**src/rtl/simple_uart_8n1.sv**
```systemverilog
// 8N1 full-duplex UART: LSB first, idle-high line, baud timing from integer clock division.
// RX and TX are independent two-process FSMs; every output is driven from a register.
module simple_uart_8n1 #(
    parameter int unsigned SYSTEM_FREQ = 50_000_000,
    parameter int unsigned BAUD_RATE   = 9600
) (
    input  logic       clock,
    input  logic       arst_n,
    input  logic       rx_bit,
    output logic       tx_bit,
    output logic [7:0] rx_value,
    output logic       rx_value_ready,
    input  logic [7:0] tx_value,
    input  logic       tx_value_write,
    output logic       tx_busy
);

    localparam int unsigned BIT_CYCLES  = SYSTEM_FREQ / BAUD_RATE;
    localparam int unsigned HALF_CYCLES = BIT_CYCLES / 2;
    localparam int unsigned CNT_W       = $clog2(BIT_CYCLES + 1);
    localparam logic [CNT_W-1:0] BIT_LAST  = CNT_W'(BIT_CYCLES - 1);
    localparam logic [CNT_W-1:0] HALF_LAST = CNT_W'(HALF_CYCLES - 1);
    localparam logic [CNT_W-1:0] CNT_ZERO  = CNT_W'(0);
    localparam logic [CNT_W-1:0] CNT_ONE   = CNT_W'(1);

    typedef enum logic [2:0] {RX_IDLE, RX_START, RX_DATA, RX_STOP, RX_WAIT} rx_state_t;
    typedef enum logic [1:0] {TX_IDLE, TX_START, TX_DATA, TX_STOP} tx_state_t;

    rx_state_t        rx_state_q, rx_state_d;
    logic             rx_meta_q, rx_sync_q;
    logic [CNT_W-1:0] rx_cnt_q, rx_cnt_d;
    logic [2:0]       rx_idx_q, rx_idx_d;
    logic [7:0]       rx_shift_q, rx_shift_d;
    logic [7:0]       rx_value_q, rx_value_d;
    logic             rx_ready_q, rx_ready_d;

    tx_state_t        tx_state_q, tx_state_d;
    logic [CNT_W-1:0] tx_cnt_q, tx_cnt_d;
    logic [2:0]       tx_idx_q, tx_idx_d;
    logic [7:0]       tx_shift_q, tx_shift_d;
    logic             tx_bit_q, tx_bit_d;
    logic             tx_busy_q, tx_busy_d;

    // Two-flop synchronizer, preset to the idle level so reset never looks like a start bit.
    always_ff @(posedge clock or negedge arst_n) begin
        if (!arst_n) begin
            rx_meta_q <= 1'b1;
            rx_sync_q <= 1'b1;
        end else begin
            rx_meta_q <= rx_bit;
            rx_sync_q <= rx_meta_q;
        end
    end

    // RX state register.
    always_ff @(posedge clock or negedge arst_n) begin
        if (!arst_n) begin
            rx_state_q <= RX_IDLE;
            rx_cnt_q   <= CNT_ZERO;
            rx_idx_q   <= 3'd0;
            rx_shift_q <= 8'h00;
            rx_value_q <= 8'h00;
            rx_ready_q <= 1'b0;
        end else begin
            rx_state_q <= rx_state_d;
            rx_cnt_q   <= rx_cnt_d;
            rx_idx_q   <= rx_idx_d;
            rx_shift_q <= rx_shift_d;
            rx_value_q <= rx_value_d;
            rx_ready_q <= rx_ready_d;
        end
    end

    // RX next state: centre sampling; RX_WAIT holds off re-arming after a framing error until the line is high.
    always_comb begin
        rx_state_d = rx_state_q;
        rx_cnt_d   = rx_cnt_q + CNT_ONE;
        rx_idx_d   = rx_idx_q;
        rx_shift_d = rx_shift_q;
        rx_value_d = rx_value_q;
        rx_ready_d = 1'b0;
        case (rx_state_q)
            RX_IDLE: begin
                rx_cnt_d = CNT_ZERO;
                if (!rx_sync_q) begin
                    rx_state_d = RX_START;
                end else begin
                    rx_state_d = RX_IDLE;
                end
            end
            RX_START: begin
                if (rx_cnt_q == HALF_LAST) begin
                    rx_cnt_d   = CNT_ZERO;
                    rx_idx_d   = 3'd0;
                    rx_state_d = rx_sync_q ? RX_IDLE : RX_DATA;
                end else begin
                    rx_state_d = RX_START;
                end
            end
            RX_DATA: begin
                if (rx_cnt_q == BIT_LAST) begin
                    rx_cnt_d   = CNT_ZERO;
                    rx_shift_d = {rx_sync_q, rx_shift_q[7:1]};
                    rx_idx_d   = rx_idx_q + 3'd1;
                    rx_state_d = (rx_idx_q == 3'd7) ? RX_STOP : RX_DATA;
                end else begin
                    rx_state_d = RX_DATA;
                end
            end
            RX_STOP: begin
                if (rx_cnt_q == BIT_LAST) begin
                    rx_cnt_d = CNT_ZERO;
                    if (rx_sync_q) begin
                        rx_value_d = rx_shift_q;
                        rx_ready_d = 1'b1;
                        rx_state_d = RX_IDLE;
                    end else begin
                        rx_state_d = RX_WAIT;
                    end
                end else begin
                    rx_state_d = RX_STOP;
                end
            end
            RX_WAIT: begin
                rx_cnt_d   = CNT_ZERO;
                rx_state_d = rx_sync_q ? RX_IDLE : RX_WAIT;
            end
            default: begin
                rx_cnt_d   = CNT_ZERO;
                rx_state_d = RX_IDLE;
            end
        endcase
    end

    // TX state register; tx_bit resets to the idle-high level.
    always_ff @(posedge clock or negedge arst_n) begin
        if (!arst_n) begin
            tx_state_q <= TX_IDLE;
            tx_cnt_q   <= CNT_ZERO;
            tx_idx_q   <= 3'd0;
            tx_shift_q <= 8'h00;
            tx_bit_q   <= 1'b1;
            tx_busy_q  <= 1'b0;
        end else begin
            tx_state_q <= tx_state_d;
            tx_cnt_q   <= tx_cnt_d;
            tx_idx_q   <= tx_idx_d;
            tx_shift_q <= tx_shift_d;
            tx_bit_q   <= tx_bit_d;
            tx_busy_q  <= tx_busy_d;
        end
    end

    // TX next state: the line level for the next bit is computed one cycle ahead so tx_bit stays registered.
    always_comb begin
        tx_state_d = tx_state_q;
        tx_cnt_d   = tx_cnt_q + CNT_ONE;
        tx_idx_d   = tx_idx_q;
        tx_shift_d = tx_shift_q;
        tx_bit_d   = tx_bit_q;
        tx_busy_d  = tx_busy_q;
        case (tx_state_q)
            TX_IDLE: begin
                tx_cnt_d = CNT_ZERO;
                if (tx_value_write) begin
                    tx_shift_d = tx_value;
                    tx_bit_d   = 1'b0;
                    tx_busy_d  = 1'b1;
                    tx_state_d = TX_START;
                end else begin
                    tx_bit_d   = 1'b1;
                    tx_busy_d  = 1'b0;
                end
            end
            TX_START: begin
                if (tx_cnt_q == BIT_LAST) begin
                    tx_cnt_d   = CNT_ZERO;
                    tx_idx_d   = 3'd0;
                    tx_bit_d   = tx_shift_q[0];
                    tx_shift_d = {1'b0, tx_shift_q[7:1]};
                    tx_state_d = TX_DATA;
                end else begin
                    tx_state_d = TX_START;
                end
            end
            TX_DATA: begin
                if (tx_cnt_q == BIT_LAST) begin
                    tx_cnt_d = CNT_ZERO;
                    if (tx_idx_q == 3'd7) begin
                        tx_bit_d   = 1'b1;
                        tx_state_d = TX_STOP;
                    end else begin
                        tx_idx_d   = tx_idx_q + 3'd1;
                        tx_bit_d   = tx_shift_q[0];
                        tx_shift_d = {1'b0, tx_shift_q[7:1]};
                    end
                end else begin
                    tx_state_d = TX_DATA;
                end
            end
            TX_STOP: begin
                if (tx_cnt_q == BIT_LAST) begin
                    tx_cnt_d   = CNT_ZERO;
                    tx_busy_d  = 1'b0;
                    tx_state_d = TX_IDLE;
                end else begin
                    tx_state_d = TX_STOP;
                end
            end
            default: begin
                tx_cnt_d   = CNT_ZERO;
                tx_bit_d   = 1'b1;
                tx_busy_d  = 1'b0;
                tx_state_d = TX_IDLE;
            end
        endcase
    end

    assign tx_bit         = tx_bit_q;
    assign tx_busy        = tx_busy_q;
    assign rx_value       = rx_value_q;
    assign rx_value_ready = rx_ready_q;

endmodule

```
**config.mk**
```make
export PLATFORM = sky130hd
export DESIGN_NAME = simple_uart_8n1
export DESIGN_NICKNAME = d
export VERILOG_FILES = /design/src/rtl/simple_uart_8n1.sv
export SDC_FILE = /design/constraint.sdc
export NUM_CORES = 1
export LEC_CHECK = 0
export ABC_CLOCK_PERIOD_IN_PS = 2180
export BUFFER_PORTS_ARGS = -buffer_cell sky130_fd_sc_hd__clkbuf_2
export CAP_MARGIN = 20
export CORE_AREA = 2 2 108 110
export CTS_CLUSTER_DIAMETER = 50
export CTS_CLUSTER_SIZE = 8
export DETAILED_ROUTE_END_ITERATION = 8
export DIE_AREA = 0 0 110 112
export RECOVER_POWER = 50
export SYNTH_ARGS = -nofsm -noshare
export SYNTH_HDL_FRONTEND = slang
export SYNTH_SLANG_ARGS = --single-unit
```
**constraint.sdc**
```tcl
create_clock -name clock -period 2.18 [get_ports clock]
set_input_delay 0 -clock clock [delete_from_list [all_inputs] [get_ports clock]]
set_output_delay 0 -clock clock [all_outputs]
set_load 0.01 [all_outputs]
```
==> flow_summary.ini <==
[clocking]
cts_buffer_depth = 2
cts-resized-gates = 0
htree_levels = 3
cts_tree = built
clk_latency_ns = 0.33
cts_buffers = 9
path_clk_slew_ns = 0.06
clock_sinks = 66
cts-root-buf = clkbuf_16
post_cts_buffers = 0

[grt]
grt_pass1_vias = 2138
antenna_found_initial = 0
grt_max_degree = 67
grt-ovfl-total = 0
grt_use_total_pct = 10.4
grt_pass1_wl_um = 10000

[yosys]
ys_ff_latch = 66
async_flop_share_pct = 100
synth_ff_type = dfrtp_1
synth_enable_flop_cells = 0
netlist_area_um2 = 3300
avgSynthCellArea_um2 = 11.7
ys_warn_count = 0
ys_types = 52
netlist_instances = 282
synth_seq_area_share_pct = 50.1
syn_nets = 305

[route]
drtAntennaViolNets = 0
detail_route.wl_per_cell_um = 12.5
routed_wl_um = 5790
remaining_drc_errors = 0
drt_iter0_drc = 83
vias = 2133
first_pass_iters = 4
drt-vias-per-instance = 4.61

[sta]
setup_violations = 0
slew_viol_final = 67
tns_ns = 0
whs_ns = 0.0225
slew_headroom_pct = -5.20
period_minus_slack_ns = 2.10
timing.fmax_mhz = 477
tightest_slew_ns = 1.58
period_share_pct = 96.2
hold_violations = 0
skew_ns = 0.00638
rsz0062_at_grt = false

[pwr]
switching_power_mw = 0.560
clkPwrFrac_pct = 49.8
total_power_mw = 2.59
seqPwrFrac_pct = 48.1
vdd_drop_max_mv = 0.373
combPwrFrac_pct = 2.2
leakagePower_nw = 1.72
power.internal_mw = 2.03
power_density_nw_per_um2 = 671
switching_share_pct = 21.6

[critical_path]
critPathCapture = tx_shift_q[1]
worstSetupPathType = flop to flop
crit_chain = ha_1 -> ha_1 -> and2_4 -> or3_4 -> a21oi_4 -> mux2_4
slowest_stage = dfrtp_1
path_max_fanout = 8
path_common_cell = ha_1
cp_num_buf_inv = 0
reg2reg_from = tx_idx_q[0]
reg2reg_slack_ns = 0.08
cp_num_cells = 6
end_kind = flop
critical_path.startpoint_type = flop
cp.required_ns = 2.39
r2r-end = tx_shift_q[1]
slowest_delay_ns = 0.40
crit_start = tx_idx_q[0]
worstPathArrival_ns = 2.31
worst_r2r_path_depth = 6
crit_family = simple AND/OR/NAND/NOR gates

[layout]
fin_cells = 463
final_layout_size_suffix_gt1_share_pct = 25.6
area_growth_pct = 16.8
n_antenna_cell = 0
fin_util_pct = 34.5
fin_nets = 338

[run]
maxCapViolations = 1

[die]
fp.coreArea_um2 = 11200
core.rowCount = 39
die_y_um = 112
die_w_um = 110
io_pins = 23
start_util_pct = 29.5
dieArea_um2 = 12300

[hold_path]
hp-class = input pin to flop

[status]
status = finished, violations left
violations = max-capacitance violations, max-slew violations

[placement]
place_congestion = 0.803
io_buffers = 22
hpwl_um = 4030
dp_cells = 445
power groups by stage:
stage / sequential [mW] / clock, mW / combinational (mW)
finish: 1.24 / 1.29 / 0.0558
global route: 1.24 / 1.39 / 0.0653
floorplan: 1.26 / 0 / 0.0186
CTS: 1.24 / 1.34 / 0.0599
detailed placement: 1.26 / 0 / 0.0575
global placement: 1.27 / 0 / 0.0565
metrics by stage:
step	cell area, um^2	setup slack, ns
global route	3860	0.0170
floorplan	3300	0.143
global placement	3580	0.124
finish	3860	0.0822
detailed placement	3580	0.0783
CTS	3870	0.0776
worst register-to-register path, delay by kind of cell (launching register included):
family,cells,cell delay [ns]
AND/OR/NAND/NOR,2,0.52
flip-flops,1,0.40
adder cells (fa/ha/maj),2,0.40
AO/OA/AOI/OAI,1,0.33
multiplexers,1,0.33
state kept, by name (all words and copies together) (netlist names):
signal	count
rx_meta_q	1
rx_value	8
rx_idx_q	3
tx_bit	1
tx_busy	1
tx_shift_q	8
tx_cnt_q	13
tx_idx_q	3
rx_shift_q	8
rx_value_ready	1
rx_state_q	3
rx_cnt_q	13
rx_sync_q	1
tx_state_q	2
worst min-delay path by stage:
stage / startpoint / to / slack, ns / depth (start not counted)
2_1_floorplan: arst_n / rx_cnt_q[0] / -0.30 / 0
3_3_place_gp: rx_bit / rx_meta_q / 0.1 / 1
3_5_place_dp: rx_bit / rx_meta_q / 0.10 / 1
4_1_cts: tx_value_write / tx_busy / 0.01 / 3
5_1_grt: tx_value[2] / tx_shift_q[2] / 0.03 / 3
6_report: tx_value_write / tx_busy / 0.02 / 3
cells in the mapped netlist, types with 3 or more instances:
library cell   n  area [um^2]
dfrtp_1       63         1580
nor2_1        38          143
mux2_2        25          282
xnor2_1       18          158
nand3_1       16         80.1
inv_1         14         52.6
ha_1          11          138
mux2_4         8          120
nor3_1         6         30.0
o21ai_0        6         30.0
nand2_1        5         18.8
nand4_1        5         31.3
nor4_1         5         31.3
buf_2          4         20.0
nor2b_1        4         25.0
xor2_1         4         35.0
a21oi_1        3         15.0
and4bb_2       3         37.5
dfstp_2        3         78.8
layout by cell type, fill, tap and decap left out, types with 2 or more instances in the layout:
cell type,count
and3_1,2
nand2_1,5
nor3b_1,2
clkbuf_2,11
nor3_1,6
nand4_1,5
dfrtp_1,63
xor2_1,4
nor4bb_1,2
dfstp_2,3
o21ai_0,6
inv_1,14
mux2_4,8
clkbuf_16,9
ha_1,11
o31a_1,2
buf_4,5
dlygate4sd3_1,2
xnor2_1,18
nor2b_1,4
and4bb_2,3
a21oi_1,3
clkinv_2,4
mux2i_1,2
a31o_1,2
clkbuf_1,12
nor4b_4,2
nor2_1,38
nand3_1,16
mux2_2,25
nor4_1,5
final cells by class:
type	count	area, um^2
multi-input combinational	194	1540
timing repair buffer	30	158
tap	143	179
clock inverter	7	45.0
fill	1117	7320
clock buffer	9	225
sequential	66	1660
inverter	14	52.6
per-layer routing:
metal | routed length [um] | up-vias | global-route usage (%)
met5 | 0 | - | 0
met4 | 111 | 0 | 4.05
met2 | 2690 | 33 | 15.6
li1 | - | 1058 | -
met3 | 201 | 12 | 3.86
met1 | 2780 | 1030 | 13.5
cells by family (layout without fill, tap and decap cells):
| group | Yosys count | count (layout) | share of synthesized area (%) |
|---|---|---|---|
| mux | 35 | 35 | 12.8 |
| xor+xnor | 22 | 22 | 5.84 |
| fa+ha+maj | 11 | 11 | 4.17 |
| flops | 66 | 66 | 50.1 |
| buf+inv | 22 | 60 | 3.14 |
| simple gates | 103 | 103 | 18.9 |
| compound gates | 23 | 23 | 5.08 |
what timing repair did:
item / 4_1_cts / 5_1_grt
setup endpoints to repair: 0 / 0
hold buffers: 2 / 0
endpoints found under the hold margin: 64 / 0
Power figures use the tool's default switching activity.
